===== src/rtl/score_display_mux_pkg.sv =====
// Shared constants and types for the multiplexed score display.
package score_disp_pkg;

  localparam logic [6:0] SEG_BLANK = 7'b1111111;

  // Active-low {g,f,e,d,c,b,a} patterns for decimal digits 0..9.
  localparam logic [6:0] SEG_DIGIT [10] = '{
    7'b1000000, 7'b1111001, 7'b0100100, 7'b0110000, 7'b0011001,
    7'b0010010, 7'b0000010, 7'b1111000, 7'b0000000, 7'b0010000
  };

  typedef enum logic [1:0] {IDLE, CONV, COMMIT} state_t;

  function automatic int unsigned pow10(input int unsigned n);
    int unsigned r;
    r = 1;
    for (int unsigned i = 0; i < n; i++) r = r * 10;
    return r;
  endfunction

  // Nibbles above 9 never reach the decoder; they map to blank for safety.
  function automatic logic [6:0] seg_decode(input logic [3:0] v);
    if (v > 4'd9) return SEG_BLANK;
    return SEG_DIGIT[v];
  endfunction

endpackage


===== src/rtl/score_display_mux_bin2bcd_seq.sv =====
// Sequential double-dabble converter: one bit per cycle, start counts as the
// first shift. Scores that do not fit in DIGITS decimal digits saturate to 9s.
module bin2bcd_seq
  import score_disp_pkg::*;
#(
  parameter int SCORE_W = 6,
  parameter int DIGITS  = 2
) (
  input  logic                  clk,
  input  logic                  rst_n,
  input  logic                  start,
  input  logic [SCORE_W-1:0]    bin,
  output logic [4*DIGITS-1:0]   bcd,
  output logic                  sat,
  output logic                  busy,
  output logic                  last,
  output logic                  done
);

  localparam int BW = 4 * DIGITS;
  localparam int CW = (SCORE_W > 1) ? $clog2(SCORE_W) : 1;

  logic [SCORE_W-1:0] bin_sr;
  logic [BW-1:0]      bcd_sr;
  logic [BW-1:0]      bcd_base;
  logic [BW-1:0]      bcd_adj;
  logic [CW-1:0]      cnt;
  logic               shift_in;

  // A fresh start shifts from an all-zero BCD accumulator.
  assign bcd_base = start ? '0 : bcd_sr;
  assign shift_in = start ? bin[SCORE_W-1] : bin_sr[SCORE_W-1];

  genvar gi;
  generate
    for (gi = 0; gi < DIGITS; gi++) begin : g_adj
      assign bcd_adj[gi*4 +: 4] = (bcd_base[gi*4 +: 4] >= 4'd5) ?
                                  bcd_base[gi*4 +: 4] + 4'd3 : bcd_base[gi*4 +: 4];
    end
  endgenerate

  // High on the edge that performs the final shift.
  assign last = busy ? (cnt == CW'(SCORE_W - 1)) : (start && (SCORE_W == 1));
  assign bcd  = sat ? {DIGITS{4'd9}} : bcd_sr;

  // Shift/add-3 datapath with its own bit counter.
  always_ff @(posedge clk) begin
    if (!rst_n) begin
      bin_sr <= '0;
      bcd_sr <= '0;
      cnt    <= '0;
      sat    <= 1'b0;
      busy   <= 1'b0;
      done   <= 1'b0;
    end else begin
      done <= 1'b0;
      if (start) begin
        bin_sr <= bin << 1;
        bcd_sr <= {bcd_adj[BW-2:0], shift_in};
        cnt    <= CW'(1);
        sat    <= (32'(bin) >= pow10(DIGITS));
        busy   <= (SCORE_W > 1);
        done   <= (SCORE_W == 1);
      end else if (busy) begin
        bin_sr <= bin_sr << 1;
        bcd_sr <= {bcd_adj[BW-2:0], shift_in};
        cnt    <= cnt + 1'b1;
        if (last) begin
          busy <= 1'b0;
          done <= 1'b1;
        end
      end
    end
  end

endmodule


===== src/rtl/score_display_mux.sv =====
// Multi-player score display driver: shared BCD converter sequenced per
// player, atomic commit to display registers, digit scan, blink and decode.
module score_display_mux
  import score_disp_pkg::*;
#(
  parameter int NUM_PLAYERS = 2,
  parameter int SCORE_W     = 6,
  parameter int DIGITS      = 2,
  parameter int REFRESH_DIV = 100000,
  parameter int BLINK_DIV   = 250
) (
  input  logic                             clk,
  input  logic                             rst_n,
  input  logic [NUM_PLAYERS*SCORE_W-1:0]   score,
  input  logic                             load,
  input  logic                             blank_lz,
  input  logic [NUM_PLAYERS-1:0]           blink_en,
  output logic [6:0]                       seg,
  output logic [NUM_PLAYERS*DIGITS-1:0]    an,
  output logic                             busy,
  output logic                             done,
  output logic [NUM_PLAYERS-1:0]           ovf
);

  localparam int ND  = NUM_PLAYERS * DIGITS;
  localparam int BW  = 4 * DIGITS;
  localparam int PW  = (NUM_PLAYERS > 1) ? $clog2(NUM_PLAYERS) : 1;
  localparam int IW  = (ND > 1) ? $clog2(ND) : 1;
  localparam int RW  = $clog2(REFRESH_DIV);
  localparam int BKW = (BLINK_DIV > 1) ? $clog2(BLINK_DIV) : 1;

  state_t                         state;
  logic [NUM_PLAYERS*SCORE_W-1:0] snap;
  logic [PW-1:0]                  player;
  logic [PW-1:0]                  cap_idx;
  logic                           pending;
  logic [BW-1:0]                  res_buf  [NUM_PLAYERS];
  logic [BW-1:0]                  res_full [NUM_PLAYERS];
  logic [BW-1:0]                  disp     [NUM_PLAYERS];
  logic [NUM_PLAYERS-1:0]         sat_buf;
  logic [NUM_PLAYERS-1:0]         sat_full;

  logic                           conv_start;
  logic [BW-1:0]                  conv_bcd;
  logic                           conv_sat;
  logic                           conv_busy;
  logic                           conv_last;
  logic                           conv_done;

  logic [RW-1:0]                  rcnt;
  logic [IW-1:0]                  idx;
  logic [BKW-1:0]                 bcnt;
  logic                           phase;
  logic [6:0]                     digit_seg  [ND];
  logic [ND-1:0]                  digit_hide;
  logic [6:0]                     slot_seg;
  logic [ND-1:0]                  slot_an;

  // The converter is idle in CONV exactly when the next player must start.
  assign conv_start = (state == CONV) && !conv_busy;

  bin2bcd_seq #(
    .SCORE_W (SCORE_W),
    .DIGITS  (DIGITS)
  ) u_conv (
    .clk   (clk),
    .rst_n (rst_n),
    .start (conv_start),
    .bin   (snap[player*SCORE_W +: SCORE_W]),
    .bcd   (conv_bcd),
    .sat   (conv_sat),
    .busy  (conv_busy),
    .last  (conv_last),
    .done  (conv_done)
  );

  genvar gi, gj;
  generate
    // The last player's result is still in the converter at commit time.
    for (gi = 0; gi < NUM_PLAYERS; gi++) begin : g_merge
      assign res_full[gi] = (conv_done && cap_idx == PW'(gi)) ? conv_bcd : res_buf[gi];
      assign sat_full[gi] = (conv_done && cap_idx == PW'(gi)) ? conv_sat : sat_buf[gi];
    end

    for (gi = 0; gi < NUM_PLAYERS; gi++) begin : g_player
      for (gj = 0; gj < DIGITS; gj++) begin : g_digit
        logic       blank;
        assign blank = blank_lz && (gj > 0) && (disp[gi][BW-1:gj*4] == '0);
        assign digit_seg[gi*DIGITS+gj]  = blank ? SEG_BLANK : seg_decode(disp[gi][gj*4 +: 4]);
        assign digit_hide[gi*DIGITS+gj] = blink_en[gi] && phase;
      end
    end
  endgenerate

  // Conversion sequencing, result capture and atomic commit.
  always_ff @(posedge clk) begin
    if (!rst_n) begin
      state   <= IDLE;
      snap    <= '0;
      player  <= '0;
      cap_idx <= '0;
      pending <= 1'b0;
      busy    <= 1'b0;
      done    <= 1'b0;
      ovf     <= '0;
      sat_buf <= '0;
      for (int p = 0; p < NUM_PLAYERS; p++) begin
        res_buf[p] <= '0;
        disp[p]    <= '0;
      end
    end else begin
      done <= 1'b0;
      if (conv_done) begin
        res_buf[cap_idx] <= conv_bcd;
        sat_buf[cap_idx] <= conv_sat;
      end
      case (state)
        IDLE: begin
          if (load) begin
            snap   <= score;
            player <= '0;
            busy   <= 1'b1;
            state  <= CONV;
          end
        end
        CONV: begin
          if (load) pending <= 1'b1;
          if (conv_last) begin
            cap_idx <= player;
            if (player == PW'(NUM_PLAYERS - 1)) state <= COMMIT;
            else player <= player + 1'b1;
          end
        end
        COMMIT: begin
          for (int p = 0; p < NUM_PLAYERS; p++) disp[p] <= res_full[p];
          ovf     <= sat_full;
          done    <= 1'b1;
          pending <= 1'b0;
          if (pending || load) begin
            snap   <= score;
            player <= '0;
            state  <= CONV;
          end else begin
            busy  <= 1'b0;
            state <= IDLE;
          end
        end
        default: state <= IDLE;
      endcase
    end
  end

  // Selected slot: anode one-hot low unless the owning player is blinked off.
  always_comb begin
    slot_seg = digit_seg[idx];
    slot_an  = ~(ND'(1) << idx);
    if (digit_hide[idx]) slot_an = '1;
  end

  // Refresh divider, scan index, blink phase, and registered seg/an pair.
  always_ff @(posedge clk) begin
    if (!rst_n) begin
      rcnt  <= '0;
      idx   <= '0;
      bcnt  <= '0;
      phase <= 1'b0;
      seg   <= SEG_BLANK;
      an    <= '1;
    end else begin
      if (rcnt == RW'(REFRESH_DIV - 1)) begin
        rcnt <= '0;
        if (idx == IW'(ND - 1)) begin
          idx <= '0;
          if (bcnt == BKW'(BLINK_DIV - 1)) begin
            bcnt  <= '0;
            phase <= ~phase;
          end else begin
            bcnt <= bcnt + 1'b1;
          end
        end else begin
          idx <= idx + 1'b1;
        end
      end else begin
        rcnt <= rcnt + 1'b1;
      end
      seg <= slot_seg;
      an  <= slot_an;
    end
  end

endmodule


===== config.mk =====
export PLATFORM = sky130hd
export DESIGN_NAME = score_display_mux
export DESIGN_NICKNAME = d
export VERILOG_FILES = /design/src/rtl/score_display_mux_pkg.sv /design/src/rtl/score_display_mux_bin2bcd_seq.sv /design/src/rtl/score_display_mux.sv
export SDC_FILE = /design/constraint.sdc
export NUM_CORES = 1
export LEC_CHECK = 0
export ABC_AREA = 1
export CAP_MARGIN = 20
export CORE_UTILIZATION = 54
export CTS_CLUSTER_SIZE = 40
export DETAILED_ROUTE_END_ITERATION = 10
export PLACE_DENSITY = 0.74
export SLEW_MARGIN = 40
export SYNTH_ARGS = -nofsm -noshare
export SYNTH_HDL_FRONTEND = slang
export SYNTH_SLANG_ARGS = --single-unit

===== constraint.sdc =====
create_clock -name clk -period 1.8 [get_ports clk]
set_clock_uncertainty 0.15 [all_clocks]
set_input_delay 0.36 -clock clk [delete_from_list [all_inputs] [get_ports clk]]
set_output_delay 0.36 -clock clk [all_outputs]
set_load 0.05 [all_outputs]

==> summary.md <==
| Metric | Value |
|---|---|
| Met1 GRT Util | 0.280 |
| CTS tree | yes |
| CTS H-tree lvls | 3 |
| DRC | 0 |
| Fin Hold WS | roughly 0.31 ns |
| Final Hold Fails | 0 |
| Vias | roughly 4900 |
| Synth Area in Simple Gates | 0.290 |
| Clock-pin slew on the worst setup and hold paths | 0.10 ns |
| IO buf count | 32 |
| Die Ht | between 100 and 150 microns |
| MaxCap Viol Count | 0 |
| Main combinational cell family by area after synthesis | simple AND/OR/NAND/NOR gates |
| Total core area | 0.0104 sq mm |
| Critical Path AT | 1.79 ns |
| Clock Tree Buf Depth | 2 |
| Total track usage | 0.219 |
| Area contributors post-synth | dfxtp_1, edfxtp_1, nand2_1 |
| GR met2 Demand/Resource | 0.378 |
| Slew @ Worst Pin | slightly below 0.4 ns |
| Path type of the worst min-delay path | reg -> reg |
| Post-synth top cells | nand2_1, nor2_1, dfxtp_1, inv_1, nand3_1 |
| Main flop type after synthesis | dfxtp_1 |
| EDFF count, synth | 32 |
| Period minus WS final | 1.68 ns |
| Fillers | 876 |
| Vias in the first global route | roughly 4500 |
| Fmax | between 0.5 and 0.6 GHz |
| Gr busiest metal | met2 |
| Routing usage on met3 | 0.0334 |
| First-pass GRT wire length | 19900 microns |
| Routability Congestion | approximately 0.86 |
| Starting DRT DRC Count | roughly 290 |
| Initial antenna violation count | 0 |
| Initial core utilization | 0.557 |
| Post-Syn Nets | about 800 |
| Cell row count | 37 |
| Setup violations, final | 0 |
| Yosys warning total | 0 |
| Synth area leader | dfxtp_1 |
| Min setup slack post-route | 0.122 ns |
| Total congestion overflow | 0 |
| Antenna viol nets, final | 0 |
| Area Overhead vs Synth | 13.9% |
| DPL Wire Length | about 8600 microns |
| Critical Path End Type | flop |
| Yosys cell types | 39 |
| Gate Count Post-Synth | about 750 |
| Diodes inserted | 0 |
| Post-Place Worst Slack | -0.0775 ns |
| Sequential fraction of the synthesis area | 0.444 |
| CP Max Fanout | 5 |
| NumNets Final | around 860 |
| Post-synthesis compound-gate area fraction | 0.110 |
| Final Cycle Share | 0.932 |
| Total wire length | around 11000 microns |
| Max rail drop VDD | ~0.47 mV |
| Outcome | finished clean |
| Post-synthesis xor/xnor area fraction | 0.0136 |
| Avg WL per Cell | between 10 and 15 microns |
| Layout cells sized above 1 | 0.115 |
| Top-area cell type share of the netlist area | 0.277 |
| WP data required | approximately 1.9 ns |
| Die footprint | 0.0111 sq mm |
| Skew-Pair Late Insertion Delay | 0.37 ns |
| Die Span X | between 100 and 150 microns |
| CP startpoint kind | flop |
| Mux cell area share after synthesis | 0 |
| Most frequent cell after synthesis | nand2_1 |
| Critical path class | reg -> reg |
| Power Dens Cells | 700 mW/mm^2 |
| DR pass1 iterations | 5 |
| Post-synthesis adder-cell area fraction | 0.0693 |
| Rel. slew slack | 0.742 |
| Vias/cell | ~5.1 |
| Syn_area_per_cell | around 7.7 sq um |
| Ports | 33 |
| Max Slew Vio Count | 0 |
| Yosys reg bits | about 110 |
| Clock sinks | 112 |
| CTS buffer count | 9 |
| Mapped Area | ~0.0058 sq mm |
| Post-synth ARST share | 0 |
| Static leakage | roughly 0.0028 uW |
| Largest net degree at the start of global routing | 18 |
| Root Buffer | clkbuf_8 |
-- layout make-up --
| type | instances | area (sq um) | area share |
|---|---|---|---|
| clock buffer | 13 | 159 | 0.0241 |
| sequential | 112 | 2560 | 0.389 |
| inverter | 89 | 334 | 0.0508 |
| clock inverter | 3 | 23.8 | 0.00361 |
| timing repair buffer | 58 | 503 | 0.0764 |
| multi-input combinational | 536 | 2830 | 0.430 |
| tap | 136 | 170 | 0.0259 |
-- registers in the layout, indices dropped and copies added, names as in the netlist --
name           count
sat_buf            2
state              2
u_conv.busy        1
seg                7
rcnt              17
pending            1
idx                2
done               1
an                 4
busy               1
u_conv.done        1
bcnt               8
ovf                2
snap              12
u_conv.cnt         3
res_buf           16
phase              1
u_conv.bcd_sr      8
player             1
u_conv.bin_sr      5
disp              16
cap_idx            1
-- worst max-delay path: stages (launching register included) --
cell,delay (ns)
dfxtp_1,0.33
inv_2,0.09
nand3_4,0.11
nand2_2,0.09
inv_1,0.04
ha_1,0.18
o21ai_1,0.15
nand2_2,0.11
nand3_2,0.10
o21ai_0,0.08
o211ai_1,0.09
nand2_1,0.06
-- kinds of logic (layout without fill, tap and decap cells) --
| logic type | Yosys count | count (layout) |
|---|---|---|
| XOR/XNOR | 9 | 9 |
| AND/OR/NAND/NOR | 378 | 378 |
| adder cells (fa/ha/maj) | 32 | 32 |
| AO/OA/AOI/OAI | 117 | 117 |
| flip-flops | 112 | 112 |
| buffers and inverters | 105 | 163 |
-- per-layer routing --
layer	vias to the layer above	wire, microns
met1	2168	5330
met2	114	5380
met3	10	481
li1	2566	-
met4	0	117
met5	-	0
-- placed cells by master (no fill, tap or decap), drive strengths merged, types with 13 or more instances in the layout --
master	count
a21oi	34
buf	41
clkbuf	13
clkdlybuf4s50	17
dfxtp	80
edfxtp	32
ha	32
inv	90
nand2	159
nand3	70
nor2	117
o21ai	62
-- timing repair --
item | in CTS | in global routing
buffers inserted | 0 | 0
resized for setup | 0 | 11
setup endpoints to repair | 0 | 9
hold buffers | 0 | 0
-- worst paths after layout --
check	startpoint	cells after the start	slack, ns	endpoint
worst max-delay path	u_conv.busy	11	0.12	u_conv.bcd_sr[7]
worst min-delay path	sat_buf[1]	2	0.31	sat_buf[1]
worst max register to register	u_conv.busy	11	0.12	u_conv.bcd_sr[7]
worst min register to register	sat_buf[1]	2	0.31	sat_buf[1]
-- stage by stage --
| stage | power, uW | utilization | area [sq um] | setup TNS [ns] | instances |
|---|---|---|---|---|---|
| CTS | 4630 | 0.631 | 6540 | 0 | 947 |
| global route | 4810 | 0.635 | 6580 | -0.00881 | 947 |
| floorplan | 3070 | - | 5780 | 0 | 753 |
| global placement | 3220 | 0.613 | 6360 | -0.0118 | 931 |
| detailed placement | 3240 | 0.613 | 6360 | -0.924 | 931 |
| finish | 4600 | 0.635 | 6580 | 0 | 947 |
-- report_power, final --
part,internal [uW],total [uW],leakage [uW],switching (uW)
logic,179,461,0.00168,283
clock network,591,1420,0.0000946,828
registers,2670,2720,0.000983,50.8
total,3440,4600,0.00275,1160
Note: power is estimated with default switching activity, not from simulation.
